[config.mk]
export PLATFORM = sky130hd
export DESIGN_NAME = multi_ff_bank
export DESIGN_NICKNAME = d
export VERILOG_FILES = /design/src/rtl/multi_ff_bank.sv
export SDC_FILE = /design/constraint.sdc
export NUM_CORES = 1
export LEC_CHECK = 0
export CAP_MARGIN = 20
export CORE_MARGIN = 2
export CORE_UTILIZATION = 45
export DETAILED_ROUTE_END_ITERATION = 8
export PLACE_DENSITY = 0.85
export SKIP_LAST_GASP = 1
export SYNTH_ARGS = -nofsm -noshare
export SYNTH_HDL_FRONTEND = slang
export SYNTH_SLANG_ARGS = --single-unit
[constraint.sdc]
create_clock -name clk -period 2.9 [get_ports clk]
set_input_delay 0.29 -clock clk [delete_from_list [all_inputs] [get_ports clk]]
set_output_delay 0.29 -clock clk [all_outputs]
set_load 0.05 [all_outputs]
[src/rtl/multi_ff_bank.sv]
// Bank of WIDTH flip-flop channels switchable between SR, JK, D and T behaviour,
// with sticky illegal-SR flags, a change pulse and a saturating change counter.

module multi_ff_bank_lane #(
    parameter int SR_POLICY = 0
) (
    input  logic [1:0] mode,
    input  logic       a,
    input  logic       b,
    input  logic       q,
    output logic       q_nxt,
    output logic       illegal
);
    always_comb begin
        q_nxt   = q;
        illegal = 1'b0;
        case (mode)
            2'b00: begin
                case ({a, b})
                    2'b10: q_nxt = 1'b1;
                    2'b01: q_nxt = 1'b0;
                    2'b11: begin
                        // Flag is policy-independent; only the resolved value differs.
                        illegal = 1'b1;
                        if (SR_POLICY == 1)      q_nxt = 1'b1;
                        else if (SR_POLICY == 2) q_nxt = 1'b0;
                    end
                    default: q_nxt = q;
                endcase
            end
            2'b01: begin
                case ({a, b})
                    2'b10:   q_nxt = 1'b1;
                    2'b01:   q_nxt = 1'b0;
                    2'b11:   q_nxt = ~q;
                    default: q_nxt = q;
                endcase
            end
            2'b10:   q_nxt = a;
            default: q_nxt = q ^ a;
        endcase
    end
endmodule

module multi_ff_bank #(
    parameter int               WIDTH     = 8,
    parameter logic [WIDTH-1:0] RESET_VAL = {WIDTH{1'b0}},
    parameter int               SR_POLICY = 0,
    parameter int               CNT_W     = 8
) (
    input  logic             clk,
    input  logic             rst,
    input  logic             en,
    input  logic [1:0]       mode,
    input  logic [WIDTH-1:0] a,
    input  logic [WIDTH-1:0] b,
    input  logic             err_clr,
    output logic [WIDTH-1:0] q,
    output logic [WIDTH-1:0] q_bar,
    output logic [WIDTH-1:0] err,
    output logic             chg,
    output logic [CNT_W-1:0] cnt
);
    logic [WIDTH-1:0] q_nxt;
    logic [WIDTH-1:0] illegal;
    logic             changed;

    genvar i;
    generate
        for (i = 0; i < WIDTH; i++) begin : g_lane
            multi_ff_bank_lane #(.SR_POLICY(SR_POLICY)) u_lane (
                .mode    (mode),
                .a       (a[i]),
                .b       (b[i]),
                .q       (q[i]),
                .q_nxt   (q_nxt[i]),
                .illegal (illegal[i])
            );
        end
    endgenerate

    assign changed = en && (q_nxt != q);
    assign q_bar   = ~q;

    always_ff @(posedge clk) begin
        if (rst) begin
            q   <= RESET_VAL;
            err <= '0;
            chg <= 1'b0;
            cnt <= '0;
        end else begin
            if (en)
                q <= q_nxt;
            chg <= changed;
            // A new illegal condition wins over a simultaneous clear.
            err <= (err_clr ? '0 : err) | (en ? illegal : '0);
            if (err_clr)
                cnt <= '0;
            else if (changed && (cnt != {CNT_W{1'b1}}))
                cnt <= cnt + 1'b1;
        end
    end
endmodule

* Word-level counts from Yosys, hierarchy flattened
Index checks and enable logic that the tools add are counted.
Storage, ports and cells: register bits after elaboration 25, logic and storage cells 97
Cells by class: $add $sub $neg 1, equality and inequality tests 28, mux-type cells 42, bitwise gates (word level) 18, reduce and logical (&&, ||, !) cells 4
Operators with widths (number):
- $pmux 1 s3 | 16
- $eq 2x2->1 const B | 17
- $eq 2x1->1 const B | 9
- $mux 1 | 16
- $mux 8 | 2
- $pmux 1 s2 | 8
- $add 8x1->8 const B | 1
- $ne 8x8->1 | 1
- $ne 8x8->1 const B | 1
- $not 1->1 | 8
- $not 8->8 | 1
- $or 8x8->8 | 1
- $xor 1x1->1 | 8
- $logic_and 1x1->1 | 2
- $logic_not 2->1 | 1
- $reduce_or 2->1 | 1

* Depth between registers and ports, before layout
depth in word-level cells 6, depth in mapped cells 11

* By module
From an unflattened synthesis, not the netlist that was laid out.
Unflattened totals: cells, all modules 194, area, all modules 1830.5 um^2
Modules (own cells, without submodules):
- multi_ff_bank | instances 1, cells each 122, area each 1099.8 um^2, seq. area each 500.5 um^2
- multi_ff_bank_lane | instances 8, cells each 9, area each 91.3 um^2, seq. area each 0.0 um^2

* Least setup slack after synthesis
Ideal clock, no wire load.
kind input -> register, from in b[0], to reg cnt[6], setup time 0.126 ns, arrival time 2.009 ns, required time 2.774 ns, path slack 0.765 ns, stages 10, path buffers 1, cells stage by stage inv_1 ha_1 inv_1 and3_1 o32a_1 a311oi_1 a31oi_2 buf_6 a31oi_1 nor3_1
On the way: longest elaborated chain between the ends 6, elaborated cells between the ends (all ways) 9, those cells by class 4 x eq/ne; 3 x mux; 2 x reduce/logical
RTL lines:
- from (decl) | line 56 | input logic [WIDTH-1:0] b,
- $eq 2x2->1, or another cell as far along | line 32 | case ({a, b})
- $pmux 1 s3 or $pmux 1 s2 (tied branches) | line 32, 19
- $pmux 1 s3 * | line 17 | case (mode)
- $ne 8x8->1 * | line 82 | assign changed = en && (q_nxt != q);
- $logic_and 1x1->1 * | line 82
- $logic_and 1x1->1 * | line 99 | else if (changed && (cnt != {CNT_W{1'b1}}))
- to (signal assigned) | line 100 | cnt <= cnt + 1'b1;
- to (decl) | line 62 | output logic [CNT_W-1:0] cnt
Every way passes the cells marked *; elsewhere a longest branch is shown, timed or not. A chain may end at the register's enable or synchronous reset.

* Worst setup path after layout
from in b[0], to reg cnt[2]
Same word-level chain as after synthesis.

==> metrics.md <==
| Metric | Value |
|---|---|
| Detailed Route Iter0 Violations | `169` |
| Buffers on Ports | `54` |
| Final GP Congestion | `0.858` |
| Final Non-Filler Cells | `403` |
| Initial DRT Pass Iterations | `4` |
| Post-DP HPWL | `around 4.4 mm` |
| CP Data Required Time | `3090 ps` |
| Layout cells sized above 1 | `0.128` |
| CTS clk-pin slew, worst paths | `90 ps` |
| # nets final | `376` |
| Clock Sinks | `25` |
| Die span in y | `73.9 um` |
| Worst clock skew | `between 5 and 6 ps` |
| Placed Instance Area | `0.00285 sq mm` |
| Synth cell count leaders | `dfxtp_1, inv_1, a21oi_1, nor2_1, ha_1` |
| Post-synth EDFFs | `0` |
| Syn Nets | `318` |
| Inst Count DP | `399` |
| Most common cell in the netlist | `dfxtp_1` |
| Post-route ant nets | `0` |
| Routed via count | `around 2300` |
| Max-Slew Margin vs Limit | `0.619` |
| Remaining DRCs | `0` |
| Clock buffer count from CTS | `3` |
| Register bit total from synthesis | `25` |
| Routed wire length per instance | `14.3 um` |
| Row count | `25` |
| # H-tree levels | `1` |
| Seq/Total Area, Yosys | `0.228` |
| GRT Total Usage | `0.211` |
| Endpoints failing setup | `0` |
| Synth Cell Area | `0.00220 sq mm` |
| ANT cells | `0` |
| Fmax | `around 0.37 GHz` |
| Drt via density | `5.64` |
| Period minus WS final | `between 2000 and 3000 ps` |
| Crit share post-route | `0.928` |
| Ys Warns | `0` |
| Area Overhead vs Synth | `32.2%` |
| Area contributors post-synth | `dfxtp_1, ha_1, a21oi_1, inv_1, nor2_1` |
| Final Max Tran Viols | `0` |
| Design area | `0.00291 sq mm` |
| Initial antenna violation count | `0` |
| Starting Density | `0.465` |
| Status | `finished, final reports clean` |
| Worst Max-Slew Pin Slew | `557 ps` |
| Kind of critical path | `input pin to register` |
| Post-synth top area cell | `dfxtp_1` |
| Crit Path Max Fanout | `13` |
| Top-level port count | `55` |
| Drt total wl | `5.76 mm` |
| RSZ-0062 raised after global routing | `no` |
| Total global routing overflow | `0` |
| Ys async rst share | `0` |
| Unique masters post-synth | `57` |
| HP Class | `register to register` |
| Die W | `73.9 um` |
| Worst IR Drop VDD | `175 uV` |
| Final Hold Vio Count | `0` |
| Root buffer cell | `clkbuf_8` |
| Tot Pwr | `0.962 mW` |
| Dominant synthesized flop cell | `dfxtp_1` |
| Synth Instances | `279` |
| First-pass GRT wire length | `9.34 mm` |
| Critical path endpoint category | `register` |
| Synth Area per Inst | `7.88 sq um` |
| TritonCTS clock tree | `built` |
| Core area | `about 0.0047 sq mm` |
| Die ar. | `0.00546 sq mm` |
| Vias in the first global route | `2169` |
| Share of the synthesized area in the top cell type | `0.228` |
| Startpoint Class | `input pin` |
| Largest net degree at the start of global routing | `21` |
| Pwr/cell area | `331 mW/mm^2` |
| Clock Latency Late Sink | `around 270 ps` |
| Number of max-cap violations | `0` |
| Bufs on Longest Clock Path | `2` |
| WP data arrival | `a little under 3000 ps` |
| P_leak | `1.25 nW` |
## state kept, by name, summed over array words and instances (netlist names)
signal / count
cnt: 8
chg: 1
q: 8
err: 8
## layout make-up
| cell class | instances | area [sq um] |
|---|---|---|
| multi-input cells | 204 | 1460 |
| repair buffers | 76 | 718 |
| clock buffers | 4 | 45.0 |
| fillers | 423 | 1820 |
| flip-flops and latches | 25 | 500 |
| well taps | 67 | 83.8 |
| inverters | 27 | 101 |
## cells in the final DEF, fill, tap and decap left out, types with 5 or more instances in the layout
cell type,netlist,final
a21oi_1,23,23
a211oi_1,10,10
nand2b_1,7,7
nand2_1,16,16
dfxtp_1,25,25
nor3_1,5,5
inv_1,24,24
clkdlybuf4s50_1,0,54
and3_1,8,8
o21ai_0,13,13
ha_1,17,17
a22o_1,8,8
buf_4,9,21
mux2i_1,7,7
o211a_1,6,6
nor2_1,22,22
nor2b_1,6,6
## layer usage
layer	vias to the layer above	share of wire	track usage
met4	0	0.013	0.0747
met5	-	0	0
met2	84	0.50	0.367
met3	8	0.054	0.0288
met1	1058	0.44	0.264
li1	1123	-	-
## critical path, cell delays in order
cell             delay [ps]
clkdlybuf4s50_1         520
inv_1                    90
ha_1                    320
inv_1                    70
and3_1                  190
o32a_1                  350
a311oi_2                390
a31oi_4                 230
a31o_2                  300
a21oi_1                 130
## kinds of logic after synthesis
group,after synthesis,share of synthesized area
simple gates,81,0.194
fa+ha+maj,17,0.0968
flops,25,0.228
mux,9,0.0421
buf+inv,50,0.116
compound gates,97,0.324
## report_power, final
group	internal (mW)	total [mW]	switching, mW	leakage [nW]
clock network	0.0982	0.208	0.109	0.0228
logic	0.161	0.381	0.221	1.02
registers	0.355	0.373	0.0183	0.204
total	0.614	0.962	0.348	1.25
## repair_timing
action	in CTS	in global routing
setup buffers	0	0
hold buffers	0	0
setup endpoints to repair	0	4
gates resized for setup	0	2
endpoints found under the hold margin	0	0
## through the flow
step,hold slack [ps],TNS (ps),utilization,setup WS (ps)
global route,504,0,0.615,40.0
floorplan,469,0,-,765
detailed placement,469,-491,0.603,-121
CTS,490,0,0.612,91.7
global placement,461,0,0.603,23.9
finish,486,0,0.615,208
## final timing paths
path              slack (ps)  cells past startpoint     end    from
setup / recovery         210                     10  cnt[2]    b[0]
hold / removal           490                      1  err[6]  err[6]
setup reg to reg         660                      7  cnt[2]    q[0]
hold reg to reg          490                      1  err[6]  err[6]
Note: power is estimated with default switching activity, not from simulation.
